**config.mk**
```make
export PLATFORM = sky130hd
export DESIGN_NAME = compc_seq
export DESIGN_NICKNAME = d
export VERILOG_FILES = /design/src/rtl/compc_seq.sv
export SDC_FILE = /design/constraint.sdc
export NUM_CORES = 1
export LEC_CHECK = 0
export BUFFER_PORTS_ARGS = -buffer_cell sky130_fd_sc_hd__buf_4
export CORE_MARGIN = 4
export CORE_UTILIZATION = 46
export CTS_CLUSTER_DIAMETER = 30
export DETAILED_ROUTE_END_ITERATION = 7
export GPL_TIMING_DRIVEN = 1
export PLACE_DENSITY_LB_ADDON = 0.2
export SETUP_SLACK_MARGIN = 0.1
export SYNTH_ARGS = -nofsm -noshare
export SYNTH_HDL_FRONTEND = slang
export SYNTH_SLANG_ARGS = --single-unit
```
**constraint.sdc**
```tcl
create_clock -name clk -period 2.1 [get_ports clk]
set_input_delay 0.21 -clock clk [delete_from_list [all_inputs] [get_ports clk]]
set_output_delay 0.21 -clock clk [all_outputs]
set_load 0.1 [all_outputs]
```
**src/rtl/compc_seq.sv**
```systemverilog
// Sequential magnitude comparator: scans two packed operands MSB-first, DIGIT bits
// per cycle, stops at the first differing digit and reports {gt, lt, eq, res}.
module compc_seq #(
  parameter int WIDTH = 8,
  parameter int DIGIT = 2
) (
  input  logic                 clk,
  input  logic                 rst,
  input  logic                 enable,
  input  logic [2*WIDTH-1:0]   data_in,
  input  logic [2:0]           mode,
  input  logic                 signed_cmp,
  output logic [3:0]           ab_out,
  output logic                 done_compc
);

  localparam int NDIG  = (WIDTH + DIGIT - 1) / DIGIT;
  localparam int EXT_W = NDIG * DIGIT;
  localparam int IDX_W = (NDIG > 1) ? $clog2(NDIG) : 1;

  typedef enum logic [1:0] {IDLE, SCAN, DONE} state_e;

  state_e             state_q, state_d;
  logic               enable_q;
  logic [IDX_W-1:0]   idx_q, idx_d;
  logic [EXT_W-1:0]   a_q, a_d, b_q, b_d;
  logic [2:0]         mode_q, mode_d;
  logic [3:0]         ab_q, ab_d;
  logic               done_q, done_d;

  logic               start;
  logic [EXT_W-1:0]   a_ext, b_ext;
  logic [DIGIT-1:0]   dig_a, dig_b;
  logic               dig_gt, dig_lt;

  function automatic logic rel_res(input logic [2:0] m, input logic gt, input logic lt,
                                   input logic eq);
    case (m)
      3'd0:    return eq;
      3'd1:    return ~eq;
      3'd2:    return lt;
      3'd3:    return lt | eq;
      3'd4:    return gt;
      3'd5:    return gt | eq;
      default: return 1'b0;
    endcase
  endfunction

  assign start = enable & ~enable_q;

  // Signed operands become offset binary so the digit scan stays unsigned.
  always_comb begin
    a_ext            = '0;
    b_ext            = '0;
    a_ext[WIDTH-1:0] = data_in[2*WIDTH-1:WIDTH];
    b_ext[WIDTH-1:0] = data_in[WIDTH-1:0];
    a_ext[WIDTH-1]   = data_in[2*WIDTH-1] ^ signed_cmp;
    b_ext[WIDTH-1]   = data_in[WIDTH-1] ^ signed_cmp;
  end

  assign dig_a  = a_q[idx_q*DIGIT +: DIGIT];
  assign dig_b  = b_q[idx_q*DIGIT +: DIGIT];
  assign dig_gt = dig_a > dig_b;
  assign dig_lt = dig_a < dig_b;

  always_ff @(posedge clk) begin
    if (rst) begin
      state_q  <= IDLE;
      enable_q <= 1'b0;
      idx_q    <= '0;
      ab_q     <= '0;
      done_q   <= 1'b0;
    end else begin
      state_q  <= state_d;
      enable_q <= enable;
      idx_q    <= idx_d;
      ab_q     <= ab_d;
      done_q   <= done_d;
    end
  end

  // Captured operands are pure data and carry no reset.
  always_ff @(posedge clk) begin
    a_q    <= a_d;
    b_q    <= b_d;
    mode_q <= mode_d;
  end

  always_comb begin
    state_d = state_q;
    idx_d   = idx_q;
    a_d     = a_q;
    b_d     = b_q;
    mode_d  = mode_q;
    ab_d    = ab_q;
    done_d  = done_q;
    case (state_q)
      IDLE: begin
        if (start) begin
          a_d     = a_ext;
          b_d     = b_ext;
          mode_d  = mode;
          idx_d   = IDX_W'(NDIG - 1);
          state_d = SCAN;
        end
      end
      SCAN: begin
        if (!enable) begin
          state_d = IDLE;
        end else if (dig_a != dig_b) begin
          ab_d    = {dig_gt, dig_lt, 1'b0, rel_res(mode_q, dig_gt, dig_lt, 1'b0)};
          done_d  = 1'b1;
          state_d = DONE;
        end else if (idx_q == '0) begin
          ab_d    = {2'b00, 1'b1, rel_res(mode_q, 1'b0, 1'b0, 1'b1)};
          done_d  = 1'b1;
          state_d = DONE;
        end else begin
          idx_d = idx_q - 1'b1;
        end
      end
      DONE: begin
        if (!enable) begin
          done_d  = 1'b0;
          state_d = IDLE;
        end
      end
      default: state_d = IDLE;
    endcase
  end

  always_comb begin
    ab_out     = ab_q;
    done_compc = done_q;
  end

endmodule

```
; ---- Word-level counts from Yosys, hierarchy flattened
; Cells that the tools add are included.
; Widths: inputs -> output; s select.
[classes]
n_shift = 2
addsub = 1
order_cmp = 2
bitwise = 4
reduce_logical = 14
mux = 20
eq_ne = 15
div = 0
n_mul = 0
[ops]
columns = op, n
row1 = $mux 2, 9
row2 = $shiftx 8x4->2, 2
row3 = $ne 2x2->1 const B, 5
row4 = $mux 4, 2
row5 = $eq 3x2->1 const B, 2
row6 = $eq 3x3->1 const B, 2
row7 = $pmux 2 s3, 1
row8 = $reduce_and 3->1, 2
row9 = $reduce_bool 2->1, 3
row10 = $mux 1, 5
row11 = $reduce_and 5->1, 1
row12 = $logic_not 2->1, 2
row13 = $ne 4x4->1 const B, 1
row14 = $pmux 2 s2, 1
row15 = $reduce_and 4->1, 1
row16 = $reduce_or 2->1, 2
row17 = $eq 3x1->1 const B, 1
row18 = $logic_not 3->1, 1
row19 = $ne 3x3->1 const B, 1
row20 = $pmux 1 s3, 1
row21 = $reduce_or 3->1, 1
row22 = $eq 2x1->1 const B, 1
row23 = $eq 2x2->1 const B, 1
row24 = $gt 2x2->1, 1
row25 = 8 further kinds, 9
[totals]
elab_cells = 66
out_inout_bits = 5
ff_bits = 29
mem_bits_rw = 0
romBits = 0
latch_bits = 0
inputBits = 23
mem_count = 0

; ---- Depth between registers and ports, before layout
; Gate-level depths: netlist of the first run.
[logic_depth]
word_depth = 5
mapped_depth = 9
ltp_nobuf = 8

; ---- Least setup slack after synthesis of the first run
; No wires, ideal clock.
[synth_path]
kind = flip-flop to flip-flop
startpoint = register idx_q[0]
endpoint = register ab_q[0] (netlist: ab_out[0])
period_less_slack_ps = 2111
t_arrival_ps = 1985
setup_ps = 126
required_ps = 1974
stages_incl_launch_ff = 9
path_buffers = 1
setup_slack_ps = -11
path_cell_list = dfxtp_1 > buf_4 > mux4_2 > ha_1 > and2b_1 > o21ai_1 > a31oi_1 > a221oi_1 > o41ai_2
[synth_via]
elab_chain_len = 4
elab_cells_between_ends = 10
cone_classes = order compare (2) / eq/ne (1) / shift (2) / mux (2) / reduce/logical (3)
[synth_rtl]
columns = element, line
row1 = "start, declared", 25  ; logic [IDX_W-1:0] idx_q, idx_d;
row2 = "start signal, assigned", 76  ; idx_q <= idx_d;
row3 = $shiftx 8x4->2 (on tied branches), "61, 62"
row4 = $gt 2x2->1 (tied with other cells), 63  ; assign dig_gt = dig_a > dig_b;
row5 = $pmux 1 s3 or $reduce_bool 2->1 (tied branches), -
row6 = $mux 4 or $reduce_and 3->1 (tied branches), -
row7 = "end signal, assigned", 71  ; ab_q <= '0;
row8 = "end signal, assigned", 77  ; ab_q <= ab_d;
row9 = "end, declared", 28  ; logic [3:0] ab_q, ab_d;
; Several ways; a longest one is shown, not always the timed one.
; A chain may end at the register's enable or synchronous reset.

; ---- Final worst setup path of the first run
; Same ends and word-level chain as after synthesis.

==> flow_summary_export.csv, run 1 <==
group,metric,value,unit
sta,grt_setup_unrepaired,"true",
hold_path,min_path_cells,1,
sta,finalHoldViolCount,0,
clock_tree,cts-root-buf,"clkbuf_4",
setup_path,crit-reg2reg-capture,"ab_out[0]",
setup_path,start_kind,"register",
clock_tree,cts.sinks,29,
global_routing,antenna_found_initial,0,
logic_synthesis,synth_seq_cells,29,
sta,finalSetupViolations,0,
sta,tns,0,ns
sta,timing.slew.headroom,81.6,%
floorplanning,ios,28,
global_routing,grt_pass1_wl,3510,µm
sta,period_needed,2.00,ns
sta,drv_slew,0,
pwr,power.leakage,0.664,nW
routing,wirelength,2100,µm
logic_synthesis,synth_cell_types,28,
logic_synthesis,syn_area,1260,µm²
logic_synthesis,synth.yosys.seq_area_share,61.2,%
run_status,status,"completed",
routing,wire_per_inst,13.1,µm
setup_path,crit_required,2.30,ns
place,place_hpwl,1550,µm
floorplanning,core-area,2540,µm²
routing,drtPass1Iterations,5,
logic_synthesis,ys_async_sr_fraction,0,%
routing,via_per_inst,5.22,
finish,num-nets-final,157,
global_routing,grt_pass1_vias,822,
place,dp.cells,148,
setup_path,max_stage_delay,0.51,ns
floorplanning,start_util,49.5,%
hold_path,min_to,"mode_q[0]",
setup_path,r2r_cells,8,
sta,skew,0.00833,ns
floorplanning,die_x,60.3,µm
finish,n_fill_cell,174,
setup_path,reg2reg_from,"idx_q[0]",
logic_synthesis,synth.largest_area_cell,"edfxtp_1",
logic_synthesis,synth_area_leaders,"edfxtp_1, dfxtp_1, mux4_2",
routing,vias,835,
finish,drive_gt1_share,46.9,%
sta,fin_crit_sh,95.4,%
floorplanning,dieArea,3640,µm²
clock_tree,cts_made_buffers,5,
clock_tree,clkSlewWorstSetupHoldPaths,0.09,ns
run,maxCapViolCount,0,
setup_path,reg2reg_slack,0.1,ns
pwr,total_power,0.00135,W
global_routing,grt_max_degree,23,
logic_synthesis,syn_nets,118,
setup_path,crit_chain,"mux4_2, inv_2, ha_4, and2b_1, o21ai_1, a31oi_1, a221oi_2, o41ai_2",
logic_synthesis,syn_inst,90,
logic_synthesis,yosys_warnings,0,
setup_path,critical_path_class,"register to register",
clock_tree,clk_latency,0.32,ns
place,gp_congestion,0.758,
logic_synthesis,synth.top_cells.by_count,"edfxtp_1, dfxtp_1, inv_1",
routing,ant_nets,0,
global_routing,grt-ovfl-total,0,
place,io_buffers,27,
routing,drc_errors,0,
floorplanning,die_height,60.3,µm
pwr,irDropWorstVdd,543,µV
clock_tree,htree_levels,2,
setup_path,cp_max_fo,5,
setup_path,slowest_stage,"mux4_2",
sta,worst_pin_slew,0.279,ns
global_routing,grtUsageTotal,13.9,%
pwr,power.density,805,nW/µm²
routing,drtIter0Drc,27,
logic_synthesis,synth_edf_count,19,
clock_tree,clock_path_buffers,2,
setup_path,arrival,2.21,ns
hold_path,hp-class,"input pin to register",
finish,layout.cells.non_filler,160,
logic_synthesis,yosysMostFrequentCell,"edfxtp_1",
logic_synthesis,synthFlopType,"edfxtp_1",
clock_tree,cts_tree,"yes",
finish,diodes,0,
finish,synthToLayoutAreaGrowth,33.2,%
floorplanning,rows,18,
sta,fmax,499,MHz
logic_synthesis,synth_top_area_share,45.3,%
hold_path,hp-start,"mode[0]",
setup_path,crit_path_end_kind,"register",
logic_synthesis,syn_area_per_cell,14.0,µm²
==> timing repair <==
action	in CTS	in global routing
resized for setup	7	7
endpoints found under the setup margin	7	6
pin swaps	6	5
setup buffers	2	2
hold buffers	0	0
==> metal layers <==
layer  up-vias  track usage, %  part of all wire (%)
li1        416               -                     -
met1       380            14.5                    41
met2        35            23.5                    51
met3         4            6.70                   7.3
met4         0            6.65                   1.4
met5         -               0                     0
==> layout by cell type (no fill, tap or decap), types with 2 or more instances in the layout <==
cell type and n:
buf_4 33, edfxtp_1 19, dfxtp_1 9, inv_1 5, clkbuf_4 5, mux4_2 4
nor3_1 4, a21oi_1 4, nor2_1 4, xor2_1 3, nor2b_1 3, nand3b_1 3
ha_1 3, inv_2 2, a211oi_1 2, o21ai_1 2, o21ai_0 2, ha_4 2
clkbuf_8 2
==> critical path: cells and delay by family, from the launching register on <==
family	cells	cell delay (ns)
AO/OA/AOI/OAI	4	0.53
adder cells (fa/ha/maj)	1	0.21
buffers and inverters	1	0.09
flip-flops	1	0.40
multiplexers	1	0.51
AND/OR/NAND/NOR	1	0.17
==> flip-flops by register name, indices dropped and copies added, names as in the netlist <==
register and flops:
a_q 8, b_q 8, ab_out 4, mode_q 3, idx_q 2, state_q 2, done_compc 1, enable_q 1
==> power breakdown <==
| group | internal [W] | switching (W) |
|---|---|---|
| clock | 0.000194 | 0.000175 |
| sequential | 0.000649 | 0.0000224 |
| combinational | 0.000150 | 0.000158 |
==> area by class of cell <==
cell class | instances | area, µm² | share of cell area [%]
tap | 30 | 37.5 | 2.24
clock inverter | 1 | 5.00 | 0.299
inverter | 7 | 26.3 | 1.57
multi-input combinational | 52 | 509 | 30.4
sequential | 29 | 774 | 46.2
clock buffer | 7 | 65.1 | 3.88
timing repair buffer | 34 | 259 | 15.4
==> through the flow <==
step           area (µm²)  hold slack [ns]  util, %  setup WS, ns
6_report             1680           0.0671     65.9        0.0973
5_1_grt              1680           0.0302     65.9       -0.0196
4_1_cts              1640           0.0447     64.5        0.0847
3_5_place_dp         1520            0.389     59.9        -0.155
3_3_place_gp         1520            0.388     59.9       -0.0564
2_1_floorplan        1280            0.309        -        0.0514
==> worst max path at each step <==
stage / start / to / slack, ns
2_1_floorplan: idx_q[0] / ab_out[0] / 0.05
3_3_place_gp: idx_q[0] / ab_out[0] / -0.06
3_5_place_dp: idx_q[0] / ab_out[0] / -0.15
4_1_cts: idx_q[0] / ab_out[0] / 0.08
5_1_grt: idx_q[0] / ab_out[0] / -0.02
6_report: idx_q[0] / ab_out[0] / 0.1
==> logic make-up after synthesis <==
kind of cell | synth area share, %
simple gates | 11.8
flops | 61.2
xor+xnor | 2.09
buf+inv | 3.58
compound gates | 9.15
fa+ha+maj | 4.97
mux | 7.16
(Power assumes the default switching activity.)
==> inputs of run 2 (changes only) <==
Settings changed: CORE_MARGIN 4 to default.
==> run 2 against run 1 <==
  * Worst hold slack got worse by 0.0088 ns
  * Critical path type unchanged
  * Highest routed layer unchanged
  * Die area shrank 19%
  * Critical endpoint unchanged
  * Total power is 3.7% lower
  * Largest cell class unchanged
  * Global-route usage rose by 3.6 points
==> flow_summary_export.csv, run 2 (synthesized netlist as in run 1, its figures left out) <==
group,metric,value,unit
run_status,status,"completed",
sta,fmax,499,MHz
setup_path,cp_top_family,"compound AO/OA/AOI/OAI gates",
routing,ant_nets,0,
setup_path,start_kind,"register",
finish,layout.cells.non_filler,160,
sta,skew,0.0171,ns
global_routing,grtUsageTotal,17.5,%
sta,timing.slew.headroom,81.5,%
routing,drtIter0Drc,11,
setup_path,crit_required,2.32,ns
sta,fin_crit_sh,95.4,%
setup_path,max_stage_delay,0.52,ns
sta,drv_slew,0,
setup_path,crit_chain,"mux4_2, inv_2, ha_4, and2b_1, o21ai_2, a31oi_1, a221oi_2, o41ai_2",
floorplanning,start_util,49.9,%
global_routing,antenna_found_initial,0,
finish,diodes,0,
finish,num-nets-final,157,
clock_tree,clock_path_buffers,2,
floorplanning,ios,28,
place,gp_congestion,0.726,
clock_tree,htree_levels,2,
clock_tree,cts-root-buf,"clkbuf_4",
setup_path,slowest_stage,"mux4_2",
finish,postLayoutCoreUtil,65.3,%
pwr,power.density,789,nW/µm²
sta,period_needed,2.00,ns
place,io_buffers,27,
routing,via_per_inst,5.19,
hold_path,hp-class,"input pin to register",
clock_tree,cts_tree,"yes",
clock_tree,clkSlewWorstSetupHoldPaths,0.09,ns
floorplanning,die_height,54.3,µm
floorplanning,rows,18,
finish,final_cell_mix,"buf_4, edfxtp_1, dfxtp_1",
global_routing,grt_pass1_vias,802,
clock_tree,hold_buffers,0,
floorplanning,die_x,54.3,µm
pwr,power.leakage,0.652,nW
sta,worst_pin_slew,0.280,ns
setup_path,critical_path_class,"register to register",
sta,finalSetupViolations,0,
routing,wire_per_inst,12.3,µm
finish,final_common_cell,"buf_4",
place,dp.cells,148,
run,maxCapViolCount,0,
clock_tree,cts.sinks,29,
sta,grt_setup_unrepaired,"true",
setup_path,cp.buffers_inverters,1,
global_routing,grt-ovfl-total,0,
finish,n_fill_cell,194,
routing,drc_errors,0,
setup_path,cp_max_fo,5,
routing,wirelength,1970,µm
pwr,irDropWorstVdd,543,µV
setup_path,arrival,2.22,ns
routing,drtPass1Iterations,4,
clock_tree,cts_made_buffers,5,
finish,synthToLayoutAreaGrowth,30.8,%
routing,vias,830,
setup_path,crit_path_end_kind,"register",
place,place_hpwl,1380,µm
sta,finalHoldViolCount,0,
sta,worst_hold_slack,0.0582,ns
finish,drive_gt1_share,42.3,%
global_routing,grt_max_degree,23,
floorplanning,dieArea,2950,µm²
global_routing,grt_pass1_wl,3350,µm
floorplanning,core-area,2520,µm²
clock_tree,clk_latency,0.32,ns
## run 2: path summary, 6_finish.rpt
check / startpoint / slack [ns] / to / cells past startpoint
worst min register to register: ab_out[3] / 0.46 / ab_out[3] / 2
worst min-delay path: data_in[9] / 0.06 / a_q[1] / 1
worst max register to register: idx_q[0] / 0.1 / ab_out[0] / 8
worst max-delay path: idx_q[0] / 0.1 / ab_out[0] / 8
## run 2: worst register-to-register path, cell delays in order (launching register included)
cell,delay (ns)
dfxtp_4,0.39
mux4_2,0.52
inv_2,0.08
ha_4,0.21
and2b_1,0.17
o21ai_2,0.12
a31oi_1,0.10
a221oi_2,0.23
o41ai_2,0.08
## run 2: final cells by class
| type | count | area, µm² | area share [%] |
|---|---|---|---|
| Inverter | 7 | 26.3 | 1.60 |
| Multi-Input combinational cell | 52 | 494 | 30.0 |
| Tap cell | 30 | 37.5 | 2.28 |
| Timing Repair Buffer | 34 | 255 | 15.5 |
| Sequential cell | 29 | 774 | 47.0 |
| Clock buffer | 8 | 58.8 | 3.57 |
## run 2: power by group
part           switching (W)  internal [W]
sequential         0.0000222      0.000649
combinational       0.000150      0.000143
clock               0.000170      0.000165
## run 2: stage by stage
stage	total power (W)	setup WS (ns)	area [µm²]	setup TNS [ns]
4_1_cts	0.00131	0.0917	1640	0
5_1_grt	0.00137	0.00165	1650	0
3_5_place_dp	0.000936	-0.143	1520	-0.158
2_1_floorplan	0.000856	0.0514	1280	0
6_report	0.00130	0.0956	1650	0
3_3_place_gp	0.000928	-0.0531	1520	-0.0621
## run 2: timing repair
item | in CTS | in global routing
pin swaps | 5 | 4
buffers inserted | 4 | 0
endpoints found under the setup margin | 7 | 7
gates resized for setup | 5 | 2
## run 2: routing by layer
metal	GRT usage, %	vias to the layer above	routed length [µm]	part of all wire, %
li1	-	419	-	-
met2	28.5	24	981	50
met4	11.5	0	44	2.2
met3	5.83	7	95	4.8
met1	19.4	380	844	43
met5	0	-	0	0
